--- config.mk ---
export PLATFORM = sky130hd
export DESIGN_NAME = tile_ram_writer
export DESIGN_NICKNAME = d
export VERILOG_FILES = /design/src/rtl/tile_ram_writer.sv
export SDC_FILE = /design/constraint.sdc
export NUM_CORES = 1
export LEC_CHECK = 0
export CAP_MARGIN = 0
export CORE_UTILIZATION = 30
export CTS_CLUSTER_SIZE = 25
export DETAILED_ROUTE_END_ITERATION = 10
export PLACE_DENSITY = 0.55
export SYNTH_ARGS = -nofsm -noshare
export SYNTH_HDL_FRONTEND = slang
export SYNTH_SLANG_ARGS = --single-unit
--- constraint.sdc ---
create_clock -name clk -period 5.1 [get_ports clk]
set_clock_uncertainty 0.15 [all_clocks]
set_input_delay 0.51 -clock clk [delete_from_list [all_inputs] [get_ports clk]]
set_output_delay 0.51 -clock clk [all_outputs]
set_load 0.03 [all_outputs]
--- src/rtl/tile_ram_writer.sv ---
// rtl/tile_ram_writer.sv - CPU write FIFO plus block-fill engine draining into the tile RAM
// Writes are issued only on edges where the renderer leaves ram_busy low.
module tile_ram_writer #(
   parameter int FIFO_DEPTH = 8,
   parameter int ADDR_W     = 16,
   parameter int DATA_W     = 16,
   parameter int CNT_W      = 11
) (
   input  logic              clk,
   input  logic              reset,
   input  logic              wr_valid,
   output logic              wr_ready,
   input  logic [ADDR_W-1:0] wr_addr,
   input  logic [DATA_W-1:0] wr_data,
   input  logic              fill_start,
   input  logic [ADDR_W-1:0] fill_base,
   input  logic [CNT_W-1:0]  fill_count,
   input  logic [DATA_W-1:0] fill_value,
   output logic              fill_busy,
   input  logic              ram_busy,
   input  logic [ADDR_W-1:0] render_addr,
   output logic [ADDR_W-1:0] ram_addr,
   output logic [DATA_W-1:0] ram_write,
   output logic              ram_writeenable
);

   localparam int PTR_W = $clog2(FIFO_DEPTH);

   typedef enum logic {IDLE, FILL} state_t;

   state_t            state;
   logic [ADDR_W-1:0] fifo_addr [FIFO_DEPTH];
   logic [DATA_W-1:0] fifo_data [FIFO_DEPTH];
   logic [PTR_W-1:0]  wr_ptr;
   logic [PTR_W-1:0]  rd_ptr;
   logic [PTR_W:0]    count;
   logic [ADDR_W-1:0] fill_addr;
   logic [CNT_W-1:0]  fill_left;
   logic [DATA_W-1:0] fill_word;
   logic [ADDR_W-1:0] wq_addr;
   logic              push;
   logic              pop;
   logic              fill_issue;

   // wr_ready looks at the pre-pop count, so a full FIFO refuses even while draining
   assign wr_ready   = (count != (PTR_W+1)'(FIFO_DEPTH));
   assign push       = wr_valid && wr_ready;
   assign fill_issue = !ram_busy && (state == FILL);
   assign pop        = !ram_busy && (state == IDLE) && (count != '0);
   assign ram_addr   = ram_writeenable ? wq_addr : render_addr;

   always_ff @(posedge clk) begin
      if (push) begin
         fifo_addr[wr_ptr] <= wr_addr;
         fifo_data[wr_ptr] <= wr_data;
      end
   end

   always_ff @(posedge clk or negedge reset) begin
      if (!reset) begin
         state           <= IDLE;
         wr_ptr          <= '0;
         rd_ptr          <= '0;
         count           <= '0;
         fill_addr       <= '0;
         fill_left       <= '0;
         fill_word       <= '0;
         fill_busy       <= 1'b0;
         wq_addr         <= '0;
         ram_write       <= '0;
         ram_writeenable <= 1'b0;
      end else begin
         if (push)
            wr_ptr <= wr_ptr + 1'b1;
         if (pop)
            rd_ptr <= rd_ptr + 1'b1;
         case ({push, pop})
            2'b10:   count <= count + 1'b1;
            2'b01:   count <= count - 1'b1;
            default: count <= count;
         endcase

         ram_writeenable <= fill_issue || pop;
         if (fill_issue) begin
            wq_addr   <= fill_addr;
            ram_write <= fill_word;
         end else if (pop) begin
            wq_addr   <= fifo_addr[rd_ptr];
            ram_write <= fifo_data[rd_ptr];
         end

         case (state)
            IDLE: begin
               if (fill_start && (fill_count != '0)) begin
                  state     <= FILL;
                  fill_busy <= 1'b1;
                  fill_addr <= fill_base;
                  fill_left <= fill_count;
                  fill_word <= fill_value;
               end
            end
            FILL: begin
               if (fill_issue) begin
                  fill_addr <= fill_addr + 1'b1;
                  fill_left <= fill_left - 1'b1;
                  if (fill_left == CNT_W'(1)) begin
                     state     <= IDLE;
                     fill_busy <= 1'b0;
                  end
               end
            end
            default: state <= IDLE;
         endcase
      end
   end

endmodule

==> impl_results.md <==
* Max VDD drop at 0.000215 V
* Core ar. at between 0.04 and 0.05 sq mm
* RR Endpoint: wq_addr[15]
* Final HPWL from detailed placement at 21,800 microns
* CP max FO at 11
* WL/cell at between 20 and 25 microns
* Worst min-delay path class: flip-flop to flip-flop
* Mapped cell area at around 0.014 sq mm
* Global route overflow at 0
* Period Utilization, post-route at 62.5%
* Crit Path Category: flip-flop to output port
* Synth async-reset ratio at between 20% and 30%
* Worst EP required at 4.44 ns
* Slew Limit Headroom at 30.2%
* CP startpoint: ram_writeenable
* Worst reg-to-reg setup slack at 2.00 ns
* Max Slew Vio Count at 0
* Ys Warns at 0
* Pre-CTS setup slack at 1.60 ns
* Post-synth top area share at 54.6%
* ANT cells at 0
* CTS clock-pin slew for the worst setup and hold paths at ~0.060 ns
* Sw Ratio at 30.0%
* Top-count cell post-synth: edfxtp_1
* Post-synth net total at roughly 940
* Nets at ~1.1k
* Yosys top cell by area: edfxtp_1
* Crit path cell chain: buf_4, mux2_2, clkdlybuf4s50_1
* Power Internal at 6310 uW
* Largest net degree at the start of global routing at 56
* Final Critical Period at about 3.2 ns
* Final Hold Vio Count at 0
* Flop and latch count out of synthesis at roughly 340
* Later-pin clock latency in the skew report at 0.53 ns
* Seq. cell area at 0.00990 sq mm
* Leak Pwr at 0.00599 uW
* Most used DFF post-synth: edfxtp_1
* Post-synth EDFFs at 256
* PnR worst setup slack at 1.91 ns
* Multi-input logic area at 0.00399 sq mm
* Worst-case clock buffer depth at 3
* CP Capture Type: output port
* Root buf cell: clkbuf_16
* Delay-heaviest family, CP: buffers and inverters
* DR vias at 7,992
* Buffers plus inverters on the worst setup path at 2
* Total clock sinks at around 340
* Initial antenna violation count at 4
* R2r startpoint: state
* Sequential Power Share at 45.0%
* Placement row count at 78
* Fillers at 4,237
* Die width at 219 microns
* Drt drc at 0
* RSZ-0062 raised after global routing: no
* Fraction of layout cells with a size suffix above 1 at 18.2%
* Switching pwr at 2700 uW
* Combinational power share at about a quarter
* Antenna viol nets, final at 0
* Max incr delay on CP at roughly 0.67 ns
* Clock power frac at slightly below 30%
* Max-capacitance violation count at 0
* Crit-path slowest cell: dfrtp_1
* Outcome: complete, no violations
* Initial DRC Count at 583
* Worst R2R Path Depth at 4
* Vias in the first global route at 8,226
* Commonest cells in the netlist: edfxtp_1, dfrtp_1, nand2_1
* Critical Path AT at 2.53 ns
* Hold path cells at 2
* Syn Inst Count at ~830
* Fmax at between 300 and 400 MHz
* Synth top area cells: edfxtp_1, dfrtp_1, mux4_2
* Crit path launch type: flip-flop
* Power per cell area at approximately 520 mW/mm^2
* GR Util All Layers at 14.9%
* CTS H-tree depth at 2
* Area growth syn-to-layout at 23.6%
* First-pass GRT wire length at 52,400 microns
* Unique cell type count in the Yosys netlist at 58
* IO buf count at 130
* Hold Path Sink: fill_word[14]
* # setup viols final at 0
* Initial core utilization at 30.7%
* Final core occ at 38.0%
* Post-route setup TNS at 0 ns
* Inserted Clock Buffers at 38
* Pre-antenna DRT Iters at 5
* Die Height at around 220 microns
* IO Pins at 131
* Mean post-synth cell area at 16.9 sq um
* Post-synthesis sequential area ratio at 70.3%
* Worst Tran Pin Value at roughly 1.0 ns
* Die area at 0.0478 sq mm
* Hold Path Origin: fill_word[14]
* Routability cong. at 0.785
* Routed vias/inst at 4.97
* Post-CTS sizing at 0
* CTS tree: done
* Final WL at around 35,000 microns
cell type report:
type | instances | share of cell area (%)
clock buffer | 56 | 6.40
clock inverter | 14 | 0.648
inverter | 14 | 0.302
multi-input combinational | 429 | 22.9
sequential | 344 | 56.9
tap | 600 | 4.32
timing repair buffer | 151 | 8.47
state kept, by name (all words and copies together), names as in the netlist:
name             cells
fifo_addr          128
fifo_data          128
fill_addr           16
fill_word           16
ram_write           16
wq_addr             16
fill_left           11
count                4
rd_ptr               3
wr_ptr               3
fill_busy            1
ram_writeenable      1
state                1
repair_timing:
action | CTS | global route
buffers inserted | 0 | 0
endpoints found under the hold margin | 54 | 0
hold buffers | 1 | 0
layer usage:
| layer | routed length [microns] | GRT usage, % |
|---|---|---|
| met1 | 16000 | 20.5 |
| met2 | 16700 | 23.8 |
| met3 | 2070 | 3.33 |
| met4 | 522 | 3.61 |
| met5 | 48 | 0 |
worst register-to-register path, stage by stage (launching register included):
cell      delay [ns]
dfrtp_1         0.91
clkinv_1        0.79
a21o_1          0.43
buf_4           0.29
a221o_1         0.41
layout by cell type, fill, tap and decap left out, drive strengths merged, types with 7 or more instances in the layout:
cell,instances
nor3,9
clkbuf,56
or4,7
dfrtp,88
o221a,8
a22oi,30
nand3,11
nor2,29
inv,13
clkdlybuf4s50,129
mux2i,37
a21oi,10
edfxtp,256
nand4,7
mux4,64
nand2,68
nand2b,9
mux2,21
o21ai,42
clkinv,13
buf,21
ha,8
cell families (layout without fill, tap and decap cells):
family	after synthesis	in the layout	synth area share, %
AND/OR/NAND/NOR	168	168	5.88
AO/OA/AOI/OAI	123	123	6.24
buffers and inverters	61	235	1.81
XOR/XNOR	8	8	0.498
multiplexers	122	122	14.6
adder cells (fa/ha/maj)	8	8	0.712
flip-flops	344	344	70.3
worst max path at each step:
stage | endpoint | cells past startpoint
global route | ram_addr[12] | 3
detailed placement | fill_left[9] | 6
finish | ram_addr[12] | 3
CTS | ram_addr[12] | 3
floorplan | fifo_addr[0][0] | 4
global placement | fill_addr[15] | 6
stage by stage:
step	power [uW]	cells	hold slack, ns	cell area [sq um]
2_1_floorplan	5520	834	0.0644	14100
3_3_place_gp	6410	1537	0.310	16100
3_5_place_dp	6440	1537	0.317	16100
4_1_cts	9140	1608	0.331	17400
5_1_grt	9450	1608	0.339	17400
6_report	9010	1608	0.328	17400
power groups by stage:
stage / registers (uW) / logic (uW) / clock network (uW)
finish: 4050 / 2280 / 2680
global route: 4120 / 2480 / 2850
CTS: 4060 / 2330 / 2750
detailed placement: 4110 / 2320 / 0
global placement: 4100 / 2310 / 0
floorplan: 3900 / 1620 / 0
Power figures use the tool's default switching activity.
